--- config.mk ---
export PLATFORM = sky130hd
export DESIGN_NAME = y_operand_stage
export DESIGN_NICKNAME = d
export VERILOG_FILES = /design/src/rtl/y_operand_stage_pkg.sv /design/src/rtl/y_regfile.sv /design/src/rtl/y_operand_stage.sv
export SDC_FILE = /design/constraint.sdc
export NUM_CORES = 2
export LEC_CHECK = 0
export CAP_MARGIN = 20
export CELL_PAD_IN_SITES_DETAIL_PLACEMENT = 2
export CELL_PAD_IN_SITES_GLOBAL_PLACEMENT = 2
export CORE_MARGIN = 1
export CORE_UTILIZATION = 46
export DETAILED_ROUTE_END_ITERATION = 8
export PLACE_DENSITY = 0.77
export SLEW_MARGIN = 40
export SYNTH_ARGS = -nofsm -noshare
export SYNTH_HDL_FRONTEND = slang
export SYNTH_SLANG_ARGS = --single-unit
--- constraint.sdc ---
create_clock -name clk -period 3.05 [get_ports clk]
set_input_delay 0.7625 -clock clk [delete_from_list [all_inputs] [get_ports clk]]
set_output_delay 0.7625 -clock clk [all_outputs]
set_load 0.01 [all_outputs]
--- src/rtl/y_operand_stage_pkg.sv ---
`default_nettype none
// ============================================================================
// y_operand_stage_pkg : shared CPU constants (datapath widths, ALU op codes)
// Rev 1.0
// ============================================================================
package y_operand_stage_pkg;

  localparam int CPU_DATA_W = 32;
  localparam int CPU_ADDR_W = 5;

  // op[2] selects subtract, op[1:0] selects the ALU result mux
  localparam logic [2:0] OP_AND = 3'b000;
  localparam logic [2:0] OP_OR  = 3'b001;
  localparam logic [2:0] OP_ADD = 3'b010;
  localparam logic [2:0] OP_SUB = 3'b110;
  localparam logic [2:0] OP_SLT = 3'b111;

endpackage
`default_nettype wire

--- src/rtl/y_regfile.sv ---
`default_nettype none
// ============================================================================
// y_regfile : 2-read/1-write register file, x0 hardwired to zero, write bypass
// Rev 1.0
// ============================================================================
module y_regfile
  import y_operand_stage_pkg::*;
#(
  parameter int DATA_W = CPU_DATA_W,
  parameter int REG_N  = 32,
  parameter int ADDR_W = CPU_ADDR_W
) (
  input  logic              clk,
  input  logic              reset,
  input  logic [ADDR_W-1:0] rs1_addr,
  input  logic [ADDR_W-1:0] rs2_addr,
  output logic [DATA_W-1:0] rs1_data,
  output logic [DATA_W-1:0] rs2_data,
  input  logic              wb_en,
  input  logic [ADDR_W-1:0] wb_addr,
  input  logic [DATA_W-1:0] wb_data
);

  logic [DATA_W-1:0] r_mem [REG_N];
  logic              w_wr;

  assign w_wr = wb_en && (wb_addr != '0);

  always_ff @(posedge clk) begin
    if (reset) begin
      for (int i = 0; i < REG_N; i++) begin
        r_mem[i] <= '0;
      end
    end else if (w_wr) begin
      r_mem[wb_addr] <= wb_data;
    end
  end

  // Same-cycle write-back is forwarded so a reader never sees the old value
  always_comb begin
    rs1_data = r_mem[rs1_addr];
    if (rs1_addr == '0) begin
      rs1_data = '0;
    end else if (w_wr && (wb_addr == rs1_addr)) begin
      rs1_data = wb_data;
    end
  end

  always_comb begin
    rs2_data = r_mem[rs2_addr];
    if (rs2_addr == '0) begin
      rs2_data = '0;
    end else if (w_wr && (wb_addr == rs2_addr)) begin
      rs2_data = wb_data;
    end
  end

endmodule
`default_nettype wire

--- src/rtl/y_operand_stage.sv ---
`default_nettype none
// ============================================================================
// y_operand_stage : operand fetch + single-entry pipeline register feeding ALU
// Rev 1.0
// ============================================================================
module y_operand_stage
  import y_operand_stage_pkg::*;
#(
  parameter int DATA_W = CPU_DATA_W,
  parameter int REG_N  = 32,
  parameter int ADDR_W = CPU_ADDR_W
) (
  input  logic              clk,
  input  logic              reset,
  input  logic              in_valid,
  output logic              in_ready,
  input  logic [ADDR_W-1:0] rs1,
  input  logic [ADDR_W-1:0] rs2,
  input  logic [ADDR_W-1:0] rd,
  input  logic [DATA_W-1:0] imm,
  input  logic              use_imm,
  input  logic [2:0]        alu_op,
  input  logic              flush,
  input  logic              wb_en,
  input  logic [ADDR_W-1:0] wb_addr,
  input  logic [DATA_W-1:0] wb_data,
  output logic              out_valid,
  input  logic              out_ready,
  output logic [DATA_W-1:0] a,
  output logic [DATA_W-1:0] b,
  output logic [2:0]        op,
  output logic [ADDR_W-1:0] out_rd
);

  logic [DATA_W-1:0] w_rs1_data;
  logic [DATA_W-1:0] w_rs2_data;
  logic              w_accept;
  logic              w_wb_live;
  logic [ADDR_W-1:0] r_rs1;
  logic [ADDR_W-1:0] r_rs2;
  logic              r_use_imm;

  y_regfile #(
    .DATA_W (DATA_W),
    .REG_N  (REG_N),
    .ADDR_W (ADDR_W)
  ) u_regfile (
    .clk      (clk),
    .reset    (reset),
    .rs1_addr (rs1),
    .rs2_addr (rs2),
    .rs1_data (w_rs1_data),
    .rs2_data (w_rs2_data),
    .wb_en    (wb_en),
    .wb_addr  (wb_addr),
    .wb_data  (wb_data)
  );

  assign in_ready  = !flush && (!out_valid || out_ready);
  assign w_accept  = in_valid && in_ready;
  assign w_wb_live = wb_en && (wb_addr != '0);

  always_ff @(posedge clk) begin
    if (reset) begin
      out_valid <= 1'b0;
      a         <= '0;
      b         <= '0;
      op        <= '0;
      out_rd    <= '0;
      r_rs1     <= '0;
      r_rs2     <= '0;
      r_use_imm <= 1'b0;
    end else if (flush) begin
      out_valid <= 1'b0;
    end else if (w_accept) begin
      out_valid <= 1'b1;
      a         <= w_rs1_data;
      b         <= use_imm ? imm : w_rs2_data;
      op        <= alu_op;
      out_rd    <= rd;
      r_rs1     <= rs1;
      r_rs2     <= rs2;
      r_use_imm <= use_imm;
    end else if (out_valid && out_ready) begin
      out_valid <= 1'b0;
    end else if (out_valid) begin
      // A write-back landing during a stall must reach the held operands
      if (w_wb_live && (wb_addr == r_rs1)) begin
        a <= wb_data;
      end
      if (w_wb_live && !r_use_imm && (wb_addr == r_rs2)) begin
        b <= wb_data;
      end
    end
  end

endmodule
`default_nettype wire

==> results.tsv <==
metric	value	unit
status	finished, violations left	
failed_checks	setup timing	
grt_pass1_wl	397.2	mm
initial_core_util	46.65	%
dpl-instance-area	0.06710	sq mm
p_leak	25.44	nW
slew_headroom	29.97	%
die_w	360.0	um
r2r-end	b[28]$_SDFFE_PP0P_	
drive_gt1_share	29.75	%
synth_cell_type_count	66	
critical-path-max-stage-delay	0.58	ns
clock_latency	0.79	ns
start_kind	primary input	
ys_seq_area_share	55.00	%
fillers	10820	
core-area	0.1264	sq mm
crit_path_frequent_cell	buf_4	
tightest_slew	1.024	ns
wl_met2	132.3	mm
dp_hpwl	181.1	mm
powerDensity	561.6	mW/mm^2
yosysMostFrequentCell	edfxtp_1	
drtIter0Drc	8871	
cp_cell_sequence	clkdlybuf4s50_1 -> buf_4 -> xnor2_1 -> nand4_1 -> or3_1 -> o21ai_1 -> buf_4 -> a32oi_1 -> a311oi_1	
synth_top_area_share	52.15	%
reg2reg_slack	0.23	ns
skew	0.02973	ns
min_period	3.130	ns
vias_per_cell	7.510	
die_y	360.0	um
timing.critical_path.from	wb_addr[2]	
areaGrowthSynthToFinish	20.74	%
post-route-period-util	102.6	%
yosysTopAreaCell	edfxtp_1	
clock-root-buffer	clkbuf_16	
die-area	0.1296	sq mm
min_path_type	primary input to flip-flop	
synthFlopType	edfxtp_1	
cts.sinks	1108	
synth_warnings	0	
cp.arrival	3.81	ns
synth_edf_count	1024	
cts_tree	yes	
endpoint	b[16]$_SDFFE_PP0P_	
design_area	0.07119	sq mm
gp_congestion	0.9447	
power	0.03998	W
htreeDepth	4	
drcViolationCount	0	
yosys-top-cells-count	edfxtp_1, and2_1, mux4_2, clkbuf_1, mux2i_1	
grt_pass1_vias	48090	
ys_seq_elements	1108	
synth.cell_area	0.05896	sq mm
path_class	primary input to flip-flop	
setup_viol	8	
cts_buffer_depth	3	
slew_violations	0	
setup_tns	-0.2358	ns
wl_met3	43.87	mm
top_layer	met5	
fmax	319.5	MHz
vdd_drop_max	0.5977	mV
endpoint_kind	flip-flop	
crit_required	3.73	ns
vias	46740	
rr_startpoint	u_regfile.r_mem[25][28]$_SDFFCE_PN0P_	
fp-row-count	130	
grt_start_max_net_pins	71	
groute.usage.overall	44.44	%
nets	4539	
antenna_left	0	
io_buffers	167	
numCtsBuffers	131	
wl_met1	99.21	mm
pin_count	168	
post_cts_buffers	0	
wl_per_cell	48.25	um
routed_wl	300.3	mm
synthCells	3996	
overflow	0	
report.final.hold_viol_count	0	
max-cap-violations	0	
clk_pin_slew	0.06	ns
crit_slowest_cell	or3_1	
dp.cells	5962	
synthArstFlopShare	0	%
synth_top_cells_by_area	edfxtp_1, mux4_2, and2_1	
avgSynthCellArea	14.75	sq um
worstPathMaxFanout	5	
antenna_found_initial	45	
final_cells	6223	
first_pass_iters	6	
r2r_cells	8	
fin_ws	-0.08016	ns
-- flip-flops by register name (all words and copies together), names as in the netlist --
signal,count
out_rd,5
out_valid,1
r_rs1,5
r_rs2,5
r_use_imm,1
u_regfile.r_mem,1024
b,32
a,32
op,3
-- critical path, delay by kind of cell --
kind	cells	cell delay (ns)
compound gates	3	0.75
simple gates	2	0.93
xor+xnor	1	0.24
buf+inv	3	1.11
-- kinds of logic (layout without fill, tap and decap cells) --
group | Yosys count | count (layout) | share of synthesized area [%]
other cells | 1 | 61 | 0.006360
buf+inv | 430 | 947 | 3.588
xor+xnor | 20 | 20 | 0.2971
compound gates | 298 | 298 | 3.656
flops | 1108 | 1108 | 55.00
simple gates | 1420 | 1420 | 14.08
mux | 719 | 719 | 23.37
-- layout make-up --
type                       instances  area, sq um  share of cell area (%)
timing repair buffer             711         7769                   10.91
multi-input combinational       2489        24820                   34.87
sequential                      1108        32430                   45.56
inverter                           4        15.01                 0.02109
clock buffer                     179         3687                   5.180
clock inverter                    53        326.6                  0.4587
tap                             1650         2064                   2.900
antenna                           29        72.57                  0.1019
-- through the flow --
stage,worst slack (ns),hold WS [ns],util [%]
after floorplan,0.1797,0.4367,-
after global placement,-0.4226,0.4431,53.09
after detailed placement,-0.4575,0.4549,53.09
after CTS,0.0004017,0.3531,56.27
after global routing,-0.008941,0.3914,56.28
final,-0.08016,0.3778,56.33
-- report_power, final --
| group | internal [W] | switching (W) | leakage (nW) |
|---|---|---|---|
| clock network | 0.00869 | 0.00713 | 1.96 |
| logic | 0.00253 | 0.00343 | 13.0 |
| registers | 0.0174 | 0.000747 | 10.4 |
| total | 0.0287 | 0.0113 | 25.4 |
-- worst min-delay path by stage --
stage,start,cells after the start,slack [ns],endpoint
floorplan,r_use_imm$_SDFFE_PP0P_,2,0.44,r_use_imm$_SDFFE_PP0P_
global placement,out_rd[1]$_SDFFE_PP0P_,2,0.44,out_rd[1]$_SDFFE_PP0P_
detailed placement,out_rd[2]$_SDFFE_PP0P_,2,0.45,out_rd[2]$_SDFFE_PP0P_
CTS,rs1[3],3,0.35,r_rs1[3]$_SDFFE_PP0P_
global route,rs1[3],3,0.39,r_rs1[3]$_SDFFE_PP0P_
finish,rs1[3],3,0.38,r_rs1[3]$_SDFFE_PP0P_
-- placed cells by master, fill, tap and decap left out, types with 33 or more instances in the layout --
master           synthesis  layout
mux2i_1                176     176
nand4_1                 53      53
buf_4                   42     385
edfxtp_1              1024    1024
buf_12                   0     160
and2_1                 996     995
a221o_1                 35      35
a21oi_1                 66      66
clkbuf_16                0     138
nor2_1                  83      49
mux4_2                 524     524
clkbuf_1               264      33
nand3_1                 53      52
clkdlybuf4s50_1          0     153
dfxtp_1                 84      84
nand2_1                126     126
-- what timing repair did --
| action | in CTS | in global routing |
|---|---|---|
| hold buffers | 0 | 0 |
| setup endpoints to repair | 1 | 1 |
| pin swaps | 0 | 0 |
| gates resized for setup | 3 | 1 |
-- routing by layer --
metal | up-vias | global-route usage [%]
met4 | 30 | 29.75
met5 | - | 0.6289
li1 | 16260 | -
met1 | 24020 | 54.68
met2 | 5048 | 66.55
met3 | 1372 | 15.07
(Power assumes the default switching activity.)
